### src/rtl/fp_multiplier_pipe_if.sv
// Operand/result bundle for fp_multiplier_pipe: the requester drives start/A/B,
// and the multiplier returns ready, a one-cycle valid, the result word and its status flags.
interface fp_multiplier_pipe_if #(
  parameter int EXP_W = 8,
  parameter int MAN_W = 23
);
  localparam int W = 1 + EXP_W + MAN_W;

  logic         start;
  logic [W-1:0] A;
  logic [W-1:0] B;
  logic         ready;
  logic         valid;
  logic [W-1:0] Out;
  logic         overflow;
  logic         underflow;
  logic         invalid;

  modport master (
    output start, A, B,
    input  ready, valid, Out, overflow, underflow, invalid
  );

  modport slave (
    input  start, A, B,
    output ready, valid, Out, overflow, underflow, invalid
  );
endinterface

### src/rtl/fp_multiplier_pipe.sv
// Iterative shift-add FP multiplier: MAN_W+5 cycles start->valid, accepts work only while ready (IDLE).
// Define FP_MULT_RNE_EN for round-to-nearest-even; otherwise results are truncated.
module fp_multiplier_pipe #(
  parameter int EXP_W = 8,
  parameter int MAN_W = 23
) (
  input logic                 clk,
  input logic                 reset,
  fp_multiplier_pipe_if.slave bus
);
  localparam int W     = 1 + EXP_W + MAN_W;
  localparam int N     = MAN_W + 1;
  localparam int P_W   = 2 * N;
  localparam int E_W   = EXP_W + 2;
  localparam int CNT_W = $clog2(N);

  localparam logic [EXP_W-1:0]        EMAX     = '1;
  localparam logic signed [E_W-1:0]   BIAS     = E_W'(2 ** (EXP_W - 1) - 1);
  localparam logic signed [E_W-1:0]   EMAX_S   = E_W'(2 ** EXP_W - 1);
  localparam logic signed [E_W-1:0]   E_ONE    = E_W'(1);
  localparam logic signed [E_W-1:0]   E_ZERO   = '0;
  localparam logic [CNT_W-1:0]        CNT_LAST = CNT_W'(N - 1);
  localparam logic [W-1:0]            QNAN     = {1'b0, EMAX, 1'b1, {(MAN_W-1){1'b0}}};

  typedef enum logic [2:0] {
    S_IDLE,
    S_UNPACK,
    S_MUL,
    S_NORM,
    S_ROUND,
    S_DONE
  } state_t;

  state_t                  state_q, state_d;
  logic [W-1:0]            a_q, a_d, b_q, b_d;
  logic                    sign_q, sign_d;
  logic signed [E_W-1:0]   e_q, e_d;
  logic [N-1:0]            ma_q, ma_d, mb_q, mb_d;
  logic [P_W-1:0]          p_q, p_d;
  logic [CNT_W-1:0]        cnt_q, cnt_d;
  logic [MAN_W-1:0]        frac_q, frac_d;
  logic                    sp_nan_q, sp_nan_d, sp_inv_q, sp_inv_d;
  logic                    sp_inf_q, sp_inf_d, sp_zero_q, sp_zero_d;
  logic [W-1:0]            out_q, out_d;
  logic                    ovf_q, ovf_d, unf_q, unf_d, inv_q, inv_d;
  logic                    valid_q, valid_d, ready_q, ready_d;
`ifdef FP_MULT_RNE_EN
  logic                    g_q, g_d, s_q, s_d;
`endif

  logic [EXP_W-1:0]        ea, eb;
  logic [MAN_W-1:0]        fa, fb;
  logic                    a_zero, b_zero, a_inf, b_inf, a_nan, b_nan;
  logic [P_W-1:0]          addend;
  logic                    round_inc;
  logic [MAN_W:0]          fsum;
  logic signed [E_W-1:0]   e_fin;
  logic [W-1:0]            res;
  logic                    res_ovf, res_unf, res_inv;

  assign ea     = a_q[W-2:MAN_W];
  assign eb     = b_q[W-2:MAN_W];
  assign fa     = a_q[MAN_W-1:0];
  assign fb     = b_q[MAN_W-1:0];
  // Denormals have exp=0 and are deliberately treated as zero.
  assign a_zero = (ea == '0);
  assign b_zero = (eb == '0);
  assign a_inf  = (ea == EMAX) && (fa == '0);
  assign b_inf  = (eb == EMAX) && (fb == '0);
  assign a_nan  = (ea == EMAX) && (fa != '0);
  assign b_nan  = (eb == EMAX) && (fb != '0);

  assign addend = mb_q[0] ? ({{N{1'b0}}, ma_q} << cnt_q) : '0;

`ifdef FP_MULT_RNE_EN
  assign round_inc = g_q & (s_q | frac_q[0]);
`else
  assign round_inc = 1'b0;
`endif

  // Carry out of the fraction means the mantissa rolled over to 2.0: fraction is already 0, bump E.
  assign fsum  = {1'b0, frac_q} + {{MAN_W{1'b0}}, round_inc};
  assign e_fin = e_q + $signed({{(E_W-1){1'b0}}, fsum[MAN_W]});

  always_comb begin
    res     = {sign_q, e_fin[EXP_W-1:0], fsum[MAN_W-1:0]};
    res_ovf = 1'b0;
    res_unf = 1'b0;
    res_inv = 1'b0;
    if (sp_nan_q) begin
      res = QNAN;
    end else if (sp_inv_q) begin
      res     = QNAN;
      res_inv = 1'b1;
    end else if (sp_inf_q) begin
      res = {sign_q, EMAX, {MAN_W{1'b0}}};
    end else if (sp_zero_q) begin
      res = {sign_q, {(W-1){1'b0}}};
    end else if (e_fin >= EMAX_S) begin
      res     = {sign_q, EMAX, {MAN_W{1'b0}}};
      res_ovf = 1'b1;
    end else if (e_fin <= E_ZERO) begin
      res     = {sign_q, {(W-1){1'b0}}};
      res_unf = 1'b1;
    end
  end

  always_comb begin
    state_d   = state_q;
    a_d       = a_q;
    b_d       = b_q;
    sign_d    = sign_q;
    e_d       = e_q;
    ma_d      = ma_q;
    mb_d      = mb_q;
    p_d       = p_q;
    cnt_d     = cnt_q;
    frac_d    = frac_q;
    sp_nan_d  = sp_nan_q;
    sp_inv_d  = sp_inv_q;
    sp_inf_d  = sp_inf_q;
    sp_zero_d = sp_zero_q;
    out_d     = out_q;
    ovf_d     = ovf_q;
    unf_d     = unf_q;
    inv_d     = inv_q;
    valid_d   = 1'b0;
`ifdef FP_MULT_RNE_EN
    g_d       = g_q;
    s_d       = s_q;
`endif
    case (state_q)
      S_IDLE: begin
        if (bus.start) begin
          a_d     = bus.A;
          b_d     = bus.B;
          state_d = S_UNPACK;
        end
      end
      S_UNPACK: begin
        sign_d    = a_q[W-1] ^ b_q[W-1];
        e_d       = $signed({2'b00, ea}) + $signed({2'b00, eb}) - BIAS;
        ma_d      = {1'b1, fa};
        mb_d      = {1'b1, fb};
        p_d       = '0;
        cnt_d     = '0;
        sp_nan_d  = a_nan | b_nan;
        sp_inv_d  = (a_inf & b_zero) | (a_zero & b_inf);
        sp_inf_d  = a_inf | b_inf;
        sp_zero_d = a_zero | b_zero;
        state_d   = S_MUL;
      end
      S_MUL: begin
        p_d  = p_q + addend;
        mb_d = mb_q >> 1;
        if (cnt_q == CNT_LAST) begin
          cnt_d   = '0;
          state_d = S_NORM;
        end else begin
          cnt_d = cnt_q + 1'b1;
        end
      end
      S_NORM: begin
        if (p_q[P_W-1]) begin
          frac_d = p_q[P_W-2 -: MAN_W];
          e_d    = e_q + E_ONE;
`ifdef FP_MULT_RNE_EN
          g_d    = p_q[N-1];
          s_d    = |p_q[N-2:0];
`endif
        end else begin
          frac_d = p_q[P_W-3 -: MAN_W];
`ifdef FP_MULT_RNE_EN
          g_d    = p_q[N-2];
          s_d    = |p_q[N-3:0];
`endif
        end
        state_d = S_ROUND;
      end
      S_ROUND: begin
        out_d   = res;
        ovf_d   = res_ovf;
        unf_d   = res_unf;
        inv_d   = res_inv;
        valid_d = 1'b1;
        state_d = S_DONE;
      end
      S_DONE: begin
        state_d = S_IDLE;
      end
      default: begin
        state_d = S_IDLE;
      end
    endcase
    ready_d = (state_d == S_IDLE);
  end

  always_ff @(posedge clk) begin
    if (reset) begin
      state_q   <= S_IDLE;
      a_q       <= '0;
      b_q       <= '0;
      sign_q    <= 1'b0;
      e_q       <= '0;
      ma_q      <= '0;
      mb_q      <= '0;
      p_q       <= '0;
      cnt_q     <= '0;
      frac_q    <= '0;
      sp_nan_q  <= 1'b0;
      sp_inv_q  <= 1'b0;
      sp_inf_q  <= 1'b0;
      sp_zero_q <= 1'b0;
      out_q     <= '0;
      ovf_q     <= 1'b0;
      unf_q     <= 1'b0;
      inv_q     <= 1'b0;
      valid_q   <= 1'b0;
      ready_q   <= 1'b1;
`ifdef FP_MULT_RNE_EN
      g_q       <= 1'b0;
      s_q       <= 1'b0;
`endif
    end else begin
      state_q   <= state_d;
      a_q       <= a_d;
      b_q       <= b_d;
      sign_q    <= sign_d;
      e_q       <= e_d;
      ma_q      <= ma_d;
      mb_q      <= mb_d;
      p_q       <= p_d;
      cnt_q     <= cnt_d;
      frac_q    <= frac_d;
      sp_nan_q  <= sp_nan_d;
      sp_inv_q  <= sp_inv_d;
      sp_inf_q  <= sp_inf_d;
      sp_zero_q <= sp_zero_d;
      out_q     <= out_d;
      ovf_q     <= ovf_d;
      unf_q     <= unf_d;
      inv_q     <= inv_d;
      valid_q   <= valid_d;
      ready_q   <= ready_d;
`ifdef FP_MULT_RNE_EN
      g_q       <= g_d;
      s_q       <= s_d;
`endif
    end
  end

  assign bus.ready     = ready_q;
  assign bus.valid     = valid_q;
  assign bus.Out       = out_q;
  assign bus.overflow  = ovf_q;
  assign bus.underflow = unf_q;
  assign bus.invalid   = inv_q;
endmodule

### src/flat_wrapper.sv
// flat-port wrapper written by rule: the top's interface ports become plain ports
module fp_multiplier_pipe_flat 
#(
  parameter int EXP_W = 8,
  parameter int MAN_W = 23
)
  (clk, reset, bus_start, bus_A, bus_B, bus_ready, bus_valid, bus_Out, bus_overflow, bus_underflow, bus_invalid);
  fp_multiplier_pipe_if #(.EXP_W(EXP_W), .MAN_W(MAN_W)) bus_i ();
  input logic clk;
  input logic reset;
  input wire logic [$bits(bus_i.start)-1:0] bus_start;
  input wire logic [$bits(bus_i.A)-1:0] bus_A;
  input wire logic [$bits(bus_i.B)-1:0] bus_B;
  output wire logic [$bits(bus_i.ready)-1:0] bus_ready;
  output wire logic [$bits(bus_i.valid)-1:0] bus_valid;
  output wire logic [$bits(bus_i.Out)-1:0] bus_Out;
  output wire logic [$bits(bus_i.overflow)-1:0] bus_overflow;
  output wire logic [$bits(bus_i.underflow)-1:0] bus_underflow;
  output wire logic [$bits(bus_i.invalid)-1:0] bus_invalid;
  assign bus_i.start = bus_start;
  assign bus_i.A = bus_A;
  assign bus_i.B = bus_B;
  assign bus_ready = bus_i.ready;
  assign bus_valid = bus_i.valid;
  assign bus_Out = bus_i.Out;
  assign bus_overflow = bus_i.overflow;
  assign bus_underflow = bus_i.underflow;
  assign bus_invalid = bus_i.invalid;
  fp_multiplier_pipe #(.EXP_W(EXP_W), .MAN_W(MAN_W)) u_core (.clk(clk), .reset(reset), .bus(bus_i));
endmodule
### config.mk
export PLATFORM = sky130hd
export DESIGN_NAME = fp_multiplier_pipe_flat
export DESIGN_NICKNAME = d
export VERILOG_FILES = /design/src/rtl/fp_multiplier_pipe_if.sv /design/src/rtl/fp_multiplier_pipe.sv /design/src/flat_wrapper.sv
export SDC_FILE = /design/constraint.sdc
export NUM_CORES = 1
export LEC_CHECK = 0
export BUFFER_PORTS_ARGS = -buffer_cell sky130_fd_sc_hd__buf_2
export CAP_MARGIN = 10
export CORE_MARGIN = 3
export CORE_UTILIZATION = 40
export CTS_CLUSTER_SIZE = 20
export DETAILED_ROUTE_END_ITERATION = 7
export REMOVE_ABC_BUFFERS = 1
export SYNTH_ARGS = -nofsm -noshare
export SYNTH_HDL_FRONTEND = slang
export SYNTH_SLANG_ARGS = --single-unit
export TNS_END_PERCENT = 5
### constraint.sdc
create_clock -name clk -period 5.9 [get_ports clk]
set_clock_uncertainty 0.15 [all_clocks]
set_input_delay 0.295 -clock clk [delete_from_list [all_inputs] [get_ports clk]]
set_output_delay 0.295 -clock clk [all_outputs]
set_load 0.02 [all_outputs]
==> key figures <==
Status
  • Status: complete, no violations

Job
  • Max-Cap Viols: 0

Route
  • Wire per inst: 16.15 um
  • Vias per cell: 5.483
  • Final wirelength: 37190 um
  • DR iter-0 viols: 873
  • DR pass1 iterations: 5
  • Post-route ant nets: 0
  • Via Count: 12620
  • DRC: 0

Floorplan
  • I/O Pins: 104
  • Die area: 0.03623 sq mm
  • Die width: 190.4 um
  • Die H: 190.4 um
  • Core area: 0.03303 sq mm
  • Initial Util: 0.4116
  • FP Rows: 66

Place
  • Routability cong.: 0.9019
  • Worst slack, placed: 0.8228 ns
  • Port bufs: 103
  • Hpwl dp: 25790 um

Layout
  • Syn-to-layout area delta: 18.17%
  • Nets@finish: 1965
  • ANT cells: 0
  • Share of layout cells above drive strength 1: 0.1134

Yosys
  • Ys flop type: dfxtp_1
  • Yosys warning count: 0
  • Netlist cell types: 70
  • Mapped Cells: 1733
  • Post-Syn Area: 0.01359 sq mm
  • Seq/Total Area, Yosys: 0.3578
  • Post-synth EDFFs: 0
  • Yosys reg bits: 243
  • Post-synthesis async set-or-reset flop share: 0
  • Syn Area/Cell: 7.844 sq um

Clock tree
  • Root buffer cell: clkbuf_16
  • CTS tree: done
  • CTS buffer count: 29
  • H-tree levels: 1
  • Num Clock Sinks: 243
  • Clock Pin Slew Worst Setup and Hold Paths: 0.06 ns
  • Post-CTS Setup Repair Bufs: 0
  • Clk buf depth: 3
  • Worst-skew pair later-pin latency: 0.56 ns

GRT
  • Total grt overflow: 0
  • Number of global-route vias before repair: 11870
  • First-pass GRT wire length: 61250 um
  • Initial antenna violation count: 0
  • Total track usage: 0.2002
  • Largest net degree at the start of global routing: 99

Critical path
  • Critical path fanouts, max: 22
  • CP endpoint kind: register
  • Crit Path Category: register to register
  • Worst R2R Setup Slack: 0.74 ns
  • RR Startpoint: u_core.cnt_q[1]$_SDFFE_PP0P_
  • Reg2Reg Depth: 18
  • Crit path from: u_core.cnt_q[1]$_SDFFE_PP0P_
  • Worst R2R End: u_core.p_q[45]$_SDFFE_PP0P_
  • CP arrival: 5.47 ns
  • Setup crit start kind: register
  • Req. time, crit path: 6.20 ns

STA
  • Final setup vio count: 0
  • Final slew viol count: 0
  • Min Clock Period, post-route: 5.163 ns
  • TNS Setup: 0 ns
  • Slew HR: 0.2328
  • Hold Fails Final Rpt: 0
  • Worst setup margin: 0.7369 ns
  • RSZ-0062 raised after global routing: no
  • Max Freq: 193.7 MHz
  • Worst slew pin tran: 1.149 ns
  • Period utilization: 0.8751

Power
  • PD cells: 275.2 mW/mm^2
  • Worst VDD drop: 0.2201 mV
  • Lkg Pwr: 6.213 nW

Worst hold path
  • Hold-critical path depth: 2
  • HP Class: register to register
  • Hold EP: u_core.ma_q[13]$_SDFFE_PP0P_
  • Worst hold start: u_core.a_q[13]$_SDFFE_PP0P_
[per-stage QoR]
step	instances	power (mW)	hold WS [ns]	util	area [sq um]
6_report	2302	4.421	0.3161	0.4863	16060
5_1_grt	2302	4.645	0.3402	0.4863	16060
4_1_cts	2302	4.468	0.3181	0.4863	16060
3_5_place_dp	2182	2.576	0.3138	0.4358	14400
3_3_place_gp	2182	2.563	0.3098	0.4358	14400
2_1_floorplan	1618	2.330	0.2141	-	13160
[power by group]
part	switching, mW	leakage [nW]	total [mW]	internal, mW
clock network	0.739	0.489	1.84	1.10
registers	0.109	1.97	1.87	1.76
logic	0.456	3.75	0.710	0.254
[logic make-up after synthesis]
family          count (synthesis)  synth area share
fa+ha+maj                      61           0.05725
compound gates                493            0.2361
xor+xnor                       56           0.03608
mux                            81           0.06645
flops                         243            0.3578
buf+inv                       129           0.03608
simple gates                  670            0.2102
[layout make-up]
type,count,area (sq um)
fill,3300,16970
multi-input combinational,1361,8262
sequential,243,4865
timing repair buffer,188,1325
clock buffer,42,854.6
tap,442,553.0
clock inverter,12,152.6
inverter,14,52.55
[worst max-delay path, stage by stage, from the launching register on]
cell      delay, ns
dfxtp_1        0.72
buf_4          0.39
mux2i_1        0.26
mux2_2         0.19
nor2_1         0.04
a21oi_1        0.34
mux2_2         0.26
nor2_1         0.05
ha_1           0.40
nand2_2        0.13
nor4_4         0.38
or4b_1         0.48
o211ai_2       0.13
o41ai_2        0.17
o311a_4        0.37
o21ai_2        0.17
a31oi_1        0.11
xnor2_1        0.14
a22o_1         0.19
[per-layer routing]
metal  vias up  wire length, um  GRT usage
li1       6411                -          -
met1      5844            18190     0.2879
met2       306            16610     0.3222
met3        60             1660    0.02279
met4         0              731    0.04770
met5         -                0          0
[what timing repair did]
action                    CTS  global route
hold endpoints to repair   85             0
hold buffers               66             0
gates resized for setup     0             0
[cell usage in the layout (no fill, tap or decap), types with 14 or more instances in the layout]
cell / count
a22o_1: 26
nor4_1: 17
o21ai_0: 70
a22oi_1: 49
a211oi_1: 47
a21o_1: 27
ha_1: 59
mux2i_1: 61
nand3_1: 23
o22ai_1: 15
nor3_1: 18
dfxtp_1: 243
xor2_1: 25
a21oi_1: 167
buf_4: 19
buf_2: 102
xnor2_1: 31
clkbuf_16: 29
a311oi_1: 25
nor2_1: 204
mux2_2: 14
dlygate4sd3_1: 66
nand2_1: 322
[sequential cells by signal (all words and copies together) (netlist names), 3 cells and up]
register and cells:
u_core.ma_q 24, u_core.bus.Out 32, u_core.state_q 3, u_core.frac_q 23, u_core.e_q 10, u_core.a_q 32
u_core.mb_q 24, u_core.p_q 48, u_core.b_q 32, u_core.cnt_q 5
[synth_stat cells (3+ instances only)]
| library cell | n | share of area |
|---|---|---|
| nand2_1 | 322 | 0.089 |
| dfxtp_1 | 243 | 0.36 |
| nor2_1 | 206 | 0.057 |
| a21oi_1 | 167 | 0.061 |
| clkbuf_1 | 102 | 0.028 |
| o21ai_0 | 70 | 0.026 |
| mux2i_1 | 61 | 0.045 |
| ha_1 | 59 | 0.054 |
| a22oi_1 | 49 | 0.027 |
| a211oi_1 | 47 | 0.026 |
| xnor2_1 | 31 | 0.020 |
| a21o_1 | 27 | 0.015 |
| a22o_1 | 26 | 0.017 |
| a311oi_1 | 25 | 0.016 |
| xor2_1 | 25 | 0.016 |
| nand3_1 | 23 | 0.0085 |
| nor3_1 | 19 | 0.0070 |
| nor4_1 | 17 | 0.0078 |
| o22ai_1 | 15 | 0.0069 |
| mux2_2 | 14 | 0.012 |
| and3_1 | 13 | 0.0060 |
| nand4_1 | 13 | 0.0060 |
| o21a_1 | 13 | 0.0072 |
| and2_1 | 12 | 0.0055 |
| inv_1 | 12 | 0.0033 |
| nand2b_1 | 12 | 0.0055 |
| buf_1 | 10 | 0.0028 |
| nor2b_1 | 8 | 0.0037 |
| a31oi_1 | 7 | 0.0032 |
| or3_1 | 7 | 0.0032 |
| mux4_2 | 6 | 0.0099 |
| o21bai_1 | 6 | 0.0033 |
| o211ai_1 | 5 | 0.0028 |
| a21boi_1 | 4 | 0.0022 |
| nand3b_1 | 4 | 0.0022 |
| or2_2 | 4 | 0.0018 |
| a41oi_1 | 3 | 0.0019 |
| o21ai_1 | 3 | 0.0011 |
[how the worst max path moves through the flow]
stage                                              to  slack (ns)  depth (start not counted)
after global routing      u_core.p_q[45]$_SDFFE_PP0P_        0.38                         19
after detailed placement  u_core.p_q[45]$_SDFFE_PP0P_        0.82                         18
after floorplan            u_core.a_q[0]$_SDFFE_PP0P_        0.06                          3
final                     u_core.p_q[45]$_SDFFE_PP0P_        0.74                         18
after global placement    u_core.p_q[45]$_SDFFE_PP0P_        0.84                         16
after CTS                 u_core.p_q[45]$_SDFFE_PP0P_        0.80                         18
Note: power is estimated with default switching activity, not from simulation.
